## src/rtl/thor2024_icache_line_fill.sv

```systemverilog
// thor2024_icache_line_fill
// Instruction-cache line-fill engine. On a miss it issues one burst request,
// collects BEATS response beats in critical-beat-first wrap order, assembles
// them into one cache line and writes the line to the I-cache SRAM in a single
// cycle. It then reports completion, or a bus error, to the fetch stage.
//
// Ports
//   clk, rst          clock and synchronous active-high reset
//   miss_req/miss_adr fetch miss request and its byte address (sampled when idle)
//   busy              fill in progress
//   mreq/madr/mack    burst request, start address and bus acceptance
//   rvalid/rdat/rerr  response beat valid, data and error
//   wr/wadr/wdat      SRAM write strobe, line index and assembled line
//   fill_done         one-cycle end-of-fill pulse
//   fill_err          error status, valid with fill_done
// All outputs are registered.
module thor2024_icache_line_fill #(
  parameter int unsigned BEAT_WIDTH = 128,
  parameter int unsigned BEATS      = 4,
  parameter int unsigned ADR_WIDTH  = 32
) (
  input  logic                          clk,
  input  logic                          rst,
  input  logic                          miss_req,
  input  logic [ADR_WIDTH-1:0]          miss_adr,
  output logic                          busy,
  output logic                          mreq,
  output logic [ADR_WIDTH-1:0]          madr,
  input  logic                          mack,
  input  logic                          rvalid,
  input  logic [BEAT_WIDTH-1:0]         rdat,
  input  logic                          rerr,
  output logic                          wr,
  output logic [8:0]                    wadr,
  output logic [BEATS*BEAT_WIDTH-1:0]   wdat,
  output logic                          fill_done,
  output logic                          fill_err
);

  localparam int unsigned CW = $clog2(BEATS);

  typedef enum logic [1:0] {
    IDLE  = 2'd0,
    REQ   = 2'd1,
    RECV  = 2'd2,
    WRITE = 2'd3
  } state_t;

  state_t                 state_q;
  logic                   busy_q;
  logic                   mreq_q;
  logic [ADR_WIDTH-1:0]   madr_q;
  logic [8:0]             wadr_q;
  logic                   wr_q;
  logic                   done_q;
  logic                   ferr_q;
  logic [CW-1:0]          sb_q;
  logic [CW-1:0]          cnt_q;
  logic                   err_q;
  logic [BEAT_WIDTH-1:0]  line_q [BEATS];
  logic [CW-1:0]          slot_d;
  logic                   err_d;

  // Byte offset within a beat never affects the fill.
  logic unused_adr_lsbs;
  assign unused_adr_lsbs = ^miss_adr[3:0];

  // Wrap-order slot for the current beat: beat 0 is the critical one.
  always_comb begin
    slot_d = sb_q + cnt_q;
    err_d  = err_q | rerr;
  end

  always_ff @(posedge clk) begin
    if (rst) begin
      state_q <= IDLE;
      busy_q  <= 1'b0;
      mreq_q  <= 1'b0;
      madr_q  <= '0;
      wadr_q  <= '0;
      wr_q    <= 1'b0;
      done_q  <= 1'b0;
      ferr_q  <= 1'b0;
      sb_q    <= '0;
      cnt_q   <= '0;
      err_q   <= 1'b0;
    end else begin
      wr_q   <= 1'b0;
      done_q <= 1'b0;
      ferr_q <= 1'b0;
      unique case (state_q)
        IDLE: begin
          if (miss_req) begin
            state_q <= REQ;
            busy_q  <= 1'b1;
            mreq_q  <= 1'b1;
            madr_q  <= {miss_adr[ADR_WIDTH-1:4], 4'h0};
            wadr_q  <= miss_adr[14:6];
            sb_q    <= miss_adr[4 +: CW];
            cnt_q   <= '0;
            err_q   <= 1'b0;
          end
        end
        REQ: begin
          if (mack) begin
            state_q <= RECV;
            mreq_q  <= 1'b0;
          end
        end
        RECV: begin
          if (rvalid) begin
            cnt_q <= cnt_q + 1'b1;
            err_q <= err_d;
            // Last beat: the write strobe and status are registered here so
            // they appear together with the completed line in WRITE.
            if (cnt_q == CW'(BEATS - 1)) begin
              state_q <= WRITE;
              wr_q    <= ~err_d;
              done_q  <= 1'b1;
              ferr_q  <= err_d;
            end
          end
        end
        WRITE: begin
          state_q <= IDLE;
          busy_q  <= 1'b0;
        end
        default: state_q <= IDLE;
      endcase
    end
  end

  // Line buffer is not reset; its contents only matter while wr is high.
  always_ff @(posedge clk) begin
    if (state_q == RECV && rvalid) begin
      line_q[slot_d] <= rdat;
    end
  end

  always_comb begin
    wdat = '0;
    for (int unsigned k = 0; k < BEATS; k++) begin
      wdat[k*BEAT_WIDTH +: BEAT_WIDTH] = line_q[k];
    end
  end

  assign busy      = busy_q;
  assign mreq      = mreq_q;
  assign madr      = madr_q;
  assign wadr      = wadr_q;
  assign wr        = wr_q;
  assign fill_done = done_q;
  assign fill_err  = ferr_q;

endmodule

```

## config.mk

```make
export PLATFORM = sky130hd
export DESIGN_NAME = thor2024_icache_line_fill
export DESIGN_NICKNAME = d
export VERILOG_FILES = /design/src/rtl/thor2024_icache_line_fill.sv
export SDC_FILE = /design/constraint.sdc
export NUM_CORES = 1
export LEC_CHECK = 0
export CORE_AREA = 2 2 284 286
export CTS_BUF_LIST = sky130_fd_sc_hd__clkbuf_8
export CTS_CLUSTER_DIAMETER = 50
export DETAILED_ROUTE_END_ITERATION = 16
export DIE_AREA = 0 0 286 288
export PLACE_DENSITY_LB_ADDON = 0.3
export SLEW_MARGIN = 0
export SYNTH_ARGS = -nofsm -noshare
export SYNTH_HDL_FRONTEND = slang
export SYNTH_SLANG_ARGS = --single-unit
```

## constraint.sdc

```tcl
create_clock -name clk -period 13.54 [get_ports clk]
set_input_delay 2.708 -clock clk [delete_from_list [all_inputs] [get_ports clk]]
set_output_delay 2.708 -clock clk [all_outputs]
set_load 0.05 [all_outputs]
```

-- Word level (Yosys, flattened, before mapping)
Memories as Yosys holds them, arrays and structs flattened.
Index checks and enable logic that the tools add are counted.
- register bits: 49
- latch bits: 0
- memory bits (writable): 512
- bits in read-only memories: 0
- input bits: 166
- output and inout port bits: 558
- logic and storage cells: 57
- memories: 1
- add/subtract/negate cells: 2
- multiply operators: 0
- div/mod/pow operators: 0
- $lt $le $gt $ge: 0
- eq/ne operators: 8
- shifts and indexed selects: 0
- muxes and demuxes: 18
- bitwise logic cells: 5
- reductions and logical operators: 12
- memories (name ; words ; bits a word ; read ports ; clocked after memory_dff ; write ports ; line ; RTL):
    line_q ; 4 ; 128 ; 4 ; 0 ; 1 ; 60 ; logic [BEAT_WIDTH-1:0] line_q [BEATS];
- operators with widths (cell ; number):
    $mux 2 ; 6
    $ne 2x2->1 const B ; 4
    $pmux 2 s4 ; 1
    $mux 1 ; 7
    $eq 2x2->1 const B ; 3
    $pmux 1 s2 ; 3
    $reduce_and 3->1 ; 2
    $reduce_bool 2->1 ; 3
    $not 1->1 ; 4
    $pmux 2 s2 ; 1
    $reduce_and 2->1 ; 2
    $reduce_and 4->1 ; 1
    $reduce_or 4->1 ; 1
    $reduce_or 3->1 ; 1
    $add 2x1->2 const B ; 1
    $add 2x2->2 ; 1
    $eq 2x1->1 const B ; 1
    $logic_not 2->1 ; 1
    $logic_and 1x1->1 ; 1
    $or 1x1->1 ; 1

-- Depth between registers and ports, before layout
Gate-level depths: netlist of the first run.
- depth in word-level cells: 4
- depth in mapped cells: 7
- mapped depth without buffers: 5

-- Worst setup path before layout of the first run
OpenSTA, ideal clock, no wires.
- path kind: input to register
- start: in rvalid
- end: mem line_q[0][0] (enable)
- arrival time: 11.590 ns
- required time: 12.768 ns
- setup slack: 1.178 ns
- cell stages on the path: 3
- cell sequence: buf_2 nand2_1 nor3_1
- word-level cells in the longest chain between the ends: 3
- ends and longest elaborated chain (element ; line ; RTL):
    start, declared ; 30 ; input logic rvalid,
    $logic_and 1x1->1 ; 135 ; if (state_q == RECV && rvalid) begin
    $mux 1 ; 135 ;
    $mux 1 (implied by the code) ; 136 ; line_q[slot_d] <= rdat;
    end, declared ; 60 ;
No other way between the ends.

-- Worst setup path in the final report of the first run
- start: in rvalid
- end: mem line_q[3][61] (enable)
Same word-level chain as after synthesis.

==> results of run 1 <==
==> through the flow <==
stage               utilization, %  worst slack, ns  hold slack (ns)
floorplan                        -            1.178           0.3981
global placement             32.06            7.966           0.4121
detailed placement           32.06            7.902           0.4304
CTS                          34.37            8.636           0.4392
global route                 34.38            8.511           0.4545
finish                       34.38            8.610           0.4408
==> cells in the mapped netlist, types with 4 or more instances <==
library cell  instances
edfxtp_1            512
nand2_1              61
dfxtp_1              38
a21oi_1              31
buf_4                13
ha_1                  8
inv_1                 6
nor2b_1               6
nor2_1                4
==> worst paths after layout <==
| path | from | to | slack [ns] |
|---|---|---|---|
| min | err_q$_SDFFE_PP0P_ | wr$_SDFF_PP0_ | 0.44 |
| min reg2reg | err_q$_SDFFE_PP0P_ | wr$_SDFF_PP0_ | 0.44 |
| max | rvalid | line_q[3][61]$_DFFE_PP_ | 8.61 |
| max reg2reg | sb_q[0]$_SDFFE_PP0P_ | line_q[3][61]$_DFFE_PP_ | 10.58 |
==> layout make-up <==
type | instances | area share (%)
flip-flops and latches | 550 | 58.94
repair buffers | 729 | 26.53
multi-input cells | 144 | 2.875
well taps | 1060 | 4.845
clock buffers | 101 | 5.078
inverters | 6 | 0.08227
clock inverters | 76 | 1.645
diodes | 1 | 0.009141
==> kinds of logic after synthesis <==
logic type | after synthesis
compound gates | 43
xor+xnor | 3
fa+ha+maj | 8
buf+inv | 28
flops | 550
mux | 1
other cells | 1
simple gates | 85
==> state kept, by name (all words and copies together) (netlist names) <==
| name | count |
|---|---|
| mreq | 1 |
| wadr | 8 |
| cnt_q | 2 |
| madr | 19 |
| wr | 1 |
| state_q | 2 |
| fill_err | 1 |
| line_q | 512 |
| sb_q | 1 |
| busy | 1 |
| err_q | 1 |
| fill_done | 1 |
==> power breakdown <==
part / switching (W) / total [W] / internal, W
clock: 0.000692 / 0.00143 / 0.000741
combinational: 0.000404 / 0.000587 / 0.000184
sequential: 0.0000291 / 0.00197 / 0.00195
==> layer usage <==
layer,global-route usage [%],vias to the layer above
li1,-,4423
met1,11.44,4849
met2,20.49,527
met3,5.333,101
met4,4.267,8
met5,0,-
==> results.cfg, run 1 <==
[die]
core_area_um2 = 79640
row_count = 104
io_pins = 724
die_area_um2 = 82370
die_y_um = 288
dieWidth_um = 286
initial_core_util_pct = 21.42

[placement]
placedCellCount = 2489
place_congestion = 0.7674
port-buffer-count = 715
placed_area_um2 = 25530
dp_hpwl_mm = 35.04

[clock_tree]
ctsHoldBuffers = 0
worstSkewPairLatency_ns = 0.69
cts-buffers-inserted = 95
cts.sinks = 550
clk_pin_slew_ns = 0.06
cts_setup_buffers = 0
clock_path_buffers = 3
htree_levels = 3
cts_root_buf = clkbuf_8
ctsResizeCount = 0
tritoncts = done

[detailed_routing]
wirelength_mm = 49.89
routed.top_layer = met5
wl_met1_mm = 16.97
wire_per_inst_um = 18.70
met3WireLength_mm = 5.280
vias = 9908
drtPass1Iterations = 4
drc = 0
dr.first_iter.drc_count = 363
met2WireLength_mm = 26.23
antenna_left = 0
viasPerCell = 3.715

[worst_setup_path]
cpMostUsedCell = buf_4
endpoint_kind = register
cp_slowest_cell = buf_4
critical_path_class = in -> reg
critPathLaunchType = input pin
cp.depth = 5
slowest_delay_ns = 0.71
rr_worst_depth = 6
critPathTopFamily = buffers and inverters
critPathMaxFanout = 51
crit_buf_inv = 3
crit_required_ns = 13.81
worstPathCellList = clkdlybuf4s50_1 > nand3_1 > nor2_4 > buf_4 > buf_4
crit_arrival_ns = 5.20

[cells_and_area]
fin_nets = 1700
layout-drive-gt1-share_pct = 9.465
syn2layout_area_growth_pct = 60.48
fill_cells = 7587
ff_latch_area_um2 = 16140
stdcell_area_um2 = 27380
final_common_cell = clkdlybuf4s50_1
final_cell_mix = clkdlybuf4s50_1 (715), edfxtp_1 (512), clkbuf_8 (101), nand2_1 (61), dfxtp_1 (38)
instances_no_fill = 2667
multiInputGateArea_um2 = 787.0

[sta]
max_freq_mhz = 202.8
relSlewSlack_pct = 31.16
worst_pin_slew_ns = 1.033
finalSetupViolations = 0
finalClockSkew_ns = 0.04181
slew_viol_final = 0
rsz0062_at_grt = no
period_needed_ns = 4.930
fin_crit_sh_pct = 36.41
tns_ns = 0
finalHoldViolCount = 0

[global_route]
grt_max_degree = 65
grt_pass1_wl_mm = 69.28
grt_overflow = 0
first_global_vias = 10200
track_usage_pct = 11.41
antenna_found_initial = 5

[power]
p_leak_nw = 9.089
powerDensity_nw_per_um2 = 145.9
ir_worst_vdd_uv = 82.35
total_power_w = 0.003995

[logic_synthesis]
ys_seq_area_share_pct = 94.59
synth.avg_cell_area_um2 = 23.73
yosys-mux-area-fraction_pct = 0.05868
synth_xor_area_share_pct = 0.1540
synth.area.top_cells = edfxtp_1 (90%), dfxtp_1 (4.5%), nand2_1 (1.3%)
synth_area_um2 = 17060
yosysTopAreaCellShare_pct = 90.13
ys.flop_type = edfxtp_1
synth-simple-area-share_pct = 2.156
synth-compound-area-share_pct = 1.423
ys_ff_latch = 550
synthCells = 719
synth_area_leader_cell = edfxtp_1
synth-edff-count = 512
yosys_warnings = 0
synth_top_family_by_area = simple AND/OR/NAND/NOR gates
synthAdderAreaFrac_pct = 0.5868
ys_types = 35
async_flop_share_pct = 0

[run]
cap_violations = 0

[run_status]
status = finished clean

[min_path]
holdPathStages = 1
hold_class = reg -> reg
No activity file was read; power rests on OpenSTA's default activity.
==> run 2, diff against run 1 <==
Clock period 13.54 ns to 5.11 ns, I/O delays scaled along.
==> results.cfg, run 2 (synthesized netlist as in run 1, its figures left out) <==
[worst_setup_path]
critPathTopFamily = buffers and inverters
critPathMaxFanout = 4
cp_slowest_cell = clkdlybuf4s50_1
worstPathCellList = clkdlybuf4s50_1
r2r_slack_ns = 2.55
slowest_delay_ns = 0.88
endpoint_kind = primary output
critical_path_class = reg -> out
crit_buf_inv = 1
r2r-start = sb_q[0]$_SDFFE_PP0P_
rr_worst_depth = 5
critPathLaunchType = register
r2r-end = line_q[2][66]$_DFFE_PP_
crit_required_ns = 4.09
crit_arrival_ns = 2.00

[cells_and_area]
top_register = line_q
final_cell_mix = clkdlybuf4s50_1 (715), edfxtp_1 (512), clkbuf_8 (95), nand2_1 (61), dfxtp_1 (38)
instances_no_fill = 2652
syn2layout_area_growth_pct = 60.19
fin_nets = 1692
largest_reg_flops = 512
layout-drive-gt1-share_pct = 8.491
stdcell_area_um2 = 27330
final_common_cell = clkdlybuf4s50_1

[placement]
placedCellCount = 2484
place_congestion = 0.7845
port-buffer-count = 715
dp_hpwl_mm = 33.63
placed_area_um2 = 25600
place_ws_ns = 1.699

[detailed_routing]
viasPerCell = 3.698
antenna_left = 0
wire_per_inst_um = 18.26
dr.first_iter.drc_count = 432
drtPass1Iterations = 4
wirelength_mm = 48.43
vias = 9808
drc = 0

[sta]
worst_pin_slew_ns = 1.006
finalClockSkew_ns = 0.02181
relSlewSlack_pct = 32.90
max_freq_mhz = 331.2
tns_ns = 0
worst_hold_slack_ns = 0.4309
finalHoldViolCount = 0
slew_viol_final = 0
period_needed_ns = 3.019
fin_crit_sh_pct = 59.08
finalSetupViolations = 0
setup_slack_ns = 2.091
rsz0062_at_grt = no

[global_route]
grt_overflow = 0
grt_max_degree = 76
first_global_vias = 9973
antenna_found_initial = 1
track_usage_pct = 11.04
grt_pass1_wl_mm = 67.62

[clock_tree]
clock_path_buffers = 3
ctsResizeCount = 0
tritoncts = done
cts_setup_buffers = 0
cts_root_buf = clkbuf_8
htree_levels = 3
cts-buffers-inserted = 92
clk_pin_slew_ns = 0.06
cts.sinks = 550
worstSkewPairLatency_ns = 0.69
ctsHoldBuffers = 0

[min_path]
hold_class = reg -> reg
hold_end = wr$_SDFF_PP0_
hp-start = err_q$_SDFFE_PP0P_
holdPathStages = 1

[run_status]
status = finished clean

[power]
netSwitchingPower_w = 0.002907
ir_worst_vdd_uv = 269.6
p_sw_share_pct = 27.94
clkPwrFrac_pct = 34.8
seqPwrFrac_pct = 50.3
p_int_w = 0.007499
powerDensity_nw_per_um2 = 380.8
p_comb_share_pct = 14.9
p_leak_nw = 9.048

[run]
cap_violations = 0

[die]
die_y_um = 288
dieWidth_um = 286
initial_core_util_pct = 21.42
row_count = 104
io_pins = 724
core_area_um2 = 79640
die_area_um2 = 82370
==> run 2: changes by cell type in the layout (fill, tap and decap cells not counted) <==
cell	previous run	this run
nor3_2	2	0
inv_1	24	36
buf_4	14	2
clkbuf_8	101	95
nor3_4	0	2
diode_2	1	2
clkinvlp_4	3	5
buf_12	0	7
clkinv_2	17	10
clkinv_1	28	17
clkinv_8	3	2
==> run 2: final cells by class <==
type | count | area (um^2)
diodes | 2 | 5.005
clock buffers | 95 | 1308
clock inverters | 71 | 417.9
fillers | 7566 | 52310
inverters | 6 | 22.52
multi-input cells | 144 | 799.5
flip-flops and latches | 550 | 16140
well taps | 1060 | 1326
repair buffers | 724 | 7312
==> run 2: worst max path at each step <==
| stage | cells past startpoint | startpoint | to | slack (ns) |
|---|---|---|---|---|
| global route | 1 | madr[5]$_SDFFE_PP0P_ | madr[5] | 1.96 |
| CTS | 1 | madr[5]$_SDFFE_PP0P_ | madr[5] | 1.95 |
| finish | 1 | madr[5]$_SDFFE_PP0P_ | madr[5] | 2.09 |
| floorplan | 3 | rvalid | line_q[1][0]$_DFFE_PP_ | -2.11 |
| global placement | 4 | rvalid | line_q[2][93]$_DFFE_PP_ | 1.79 |
| detailed placement | 4 | rvalid | line_q[2][93]$_DFFE_PP_ | 1.70 |
==> run 2: through the flow <==
step | utilization (%) | total power, W
2_1_floorplan | - | 0.006283
3_3_place_gp | 32.14 | 0.006878
3_5_place_dp | 32.14 | 0.006893
4_1_cts | 34.31 | 0.01058
5_1_grt | 34.31 | 0.01083
6_report | 34.31 | 0.01041
==> run 2: worst register-to-register path, stage by stage (launching register included) <==
cell and delay, ns:
dfxtp_1 0.36, ha_1 0.23, xnor2_1 0.26, xor2_1 0.21
nor3_4 0.25, buf_4 0.69
==> run 2: power by group through the flow <==
stage / Sequential [W] / Clock, W / Combinational (W)
after detailed placement: 0.00533 / 0 / 0.00157
after floorplan: 0.00593 / 0 / 0.000351
after global placement: 0.00532 / 0 / 0.00156
final: 0.00523 / 0.00362 / 0.00155
after CTS: 0.00524 / 0.00377 / 0.00157
after global routing: 0.00525 / 0.00395 / 0.00163
==> run 2: layer usage <==
metal  up-vias  global-route usage (%)  share of wire (%)
met1      4824                   11.15                 34
met5         -                       0              0.027
met2       495                   20.24                 53
met3        90                   4.635                9.6
li1       4397                       -                  -
met4         2                   3.901                2.7
==> run 3, diff against run 2 <==
Clock period 5.11 ns to 3.2 ns, I/O delays scaled along.
==> results.cfg, run 3 (synthesized netlist as in run 1, its figures left out) <==
[sta]
tns_ns = 0
finalClockSkew_ns = 0.02880
finalSetupViolations = 0
period_needed_ns = 2.565
rsz0062_at_grt = no
setup_slack_ns = 0.6354
finalHoldViolCount = 0
max_freq_mhz = 389.9
fin_crit_sh_pct = 80.14
slew_viol_final = 0
relSlewSlack_pct = 58.57
worst_pin_slew_ns = 0.6214

[detailed_routing]
wire_per_inst_um = 18.71
drc = 0
antenna_left = 0
drtPass1Iterations = 6
viasPerCell = 3.691
dr.first_iter.drc_count = 373
vias = 9826
wirelength_mm = 49.81

[clock_tree]
cts-buffers-inserted = 92
cts_setup_buffers = 0
ctsHoldBuffers = 0
clk_pin_slew_ns = 0.06
htree_levels = 3
cts.sinks = 550
clock_path_buffers = 3
worstSkewPairLatency_ns = 0.67
ctsResizeCount = 0
cts_root_buf = clkbuf_8
tritoncts = done

[worst_setup_path]
r2r-start = cnt_q[0]$_SDFFE_PP0P_
r2r_slack_ns = 1.11
critPathTopFamily = buffers and inverters
worstPathCellList = clkdlybuf4s50_1
rr_worst_depth = 5
r2r-end = line_q[2][69]$_DFFE_PP_
critPathMaxFanout = 3
endpoint_kind = primary output
slowest_delay_ns = 0.84
critical_path_class = reg -> out
crit_buf_inv = 1
cp_slowest_cell = clkdlybuf4s50_1
critPathLaunchType = register
critPathLaunch = wadr[4]$_SDFFE_PP0P_
crit_arrival_ns = 1.92
endpoint = madr[10]
crit_required_ns = 2.56
cp.depth = 1

[cells_and_area]
final_cell_mix = clkdlybuf4s50_1 (715), edfxtp_1 (512), clkbuf_8 (96), nand2_1 (61), dfxtp_1 (36)
top_register = line_q
fin_nets = 1695
largest_reg_flops = 512
layout-drive-gt1-share_pct = 9.256
stdcell_area_um2 = 27560
final_common_cell = clkdlybuf4s50_1
syn2layout_area_growth_pct = 61.53
instances_no_fill = 2662

[die]
core_area_um2 = 79640
die_y_um = 288
io_pins = 724
row_count = 104
dieWidth_um = 286
die_area_um2 = 82370
initial_core_util_pct = 21.42

[run]
cap_violations = 0

[placement]
place_congestion = 0.7840
dp_hpwl_mm = 34.88
place_ws_ns = 0.5183
port-buffer-count = 715
placed_area_um2 = 25690
placedCellCount = 2487

[global_route]
grt_pass1_wl_mm = 69.58
first_global_vias = 10160
antenna_found_initial = 3
grt_overflow = 0
track_usage_pct = 11.41
grt_max_degree = 73

[power]
ir_worst_vdd_uv = 475.1
total_power_w = 0.01706
powerDensity_nw_per_um2 = 619.0
p_leak_nw = 9.155

[min_path]
hp-start = err_q$_SDFFE_PP0P_
hold_class = reg -> reg

[run_status]
status = finished clean
run 3: cell count changes in the layout (fill, tap and decap cells not counted), moves of 2 or more:
cell        change
inv_12          -2
dfxtp_1         -2
bufinv_16       +5
clkinvlp_4      -4
clkinv_1        +4
inv_6           +2
xnor2_1         -2
buf_4           +2
run 3: power by group:
part / switching (W) / leakage [nW] / internal [W]
registers: 0.000131 / 4.92 / 0.00823
clock network: 0.00281 / 1.06 / 0.00338
logic: 0.00170 / 3.18 / 0.000804
total: 0.00464 / 9.15 / 0.0124
run 3: worst min-delay path by stage:
stage                          endpoint  slack [ns]  cells past startpoint
after floorplan           wr$_SDFF_PP0_        0.40                      1
after global placement    wr$_SDFF_PP0_        0.42                      1
after detailed placement  wr$_SDFF_PP0_        0.42                      1
after CTS                 wr$_SDFF_PP0_        0.40                      1
after global routing      wr$_SDFF_PP0_        0.42                      1
final                     wr$_SDFF_PP0_        0.40                      1
run 3: per-layer routing:
| layer | wire, um | GRT usage, % |
|---|---|---|
| met1 | 16690 | 11.17 |
| met2 | 26410 | 20.80 |
| met3 | 5549 | 5.515 |
| met4 | 1132 | 4.058 |
| met5 | 27 | 0 |
run 3: layout make-up:
type	count	area, um^2
repair buffers	727	7347
flip-flops and latches	550	16140
well taps	1060	1326
diodes	3	7.507
multi-input cells	144	850.8
fillers	7563	52080
clock inverters	76	539.3
clock buffers	96	1321
inverters	6	22.52
run 3: through the flow:
stage	util [%]	hold WS, ns
after CTS	34.59	0.4046
final	34.60	0.4035
after detailed placement	32.26	0.4218
after global routing	34.59	0.4165
after global placement	32.26	0.4221
after floorplan	-	0.3981
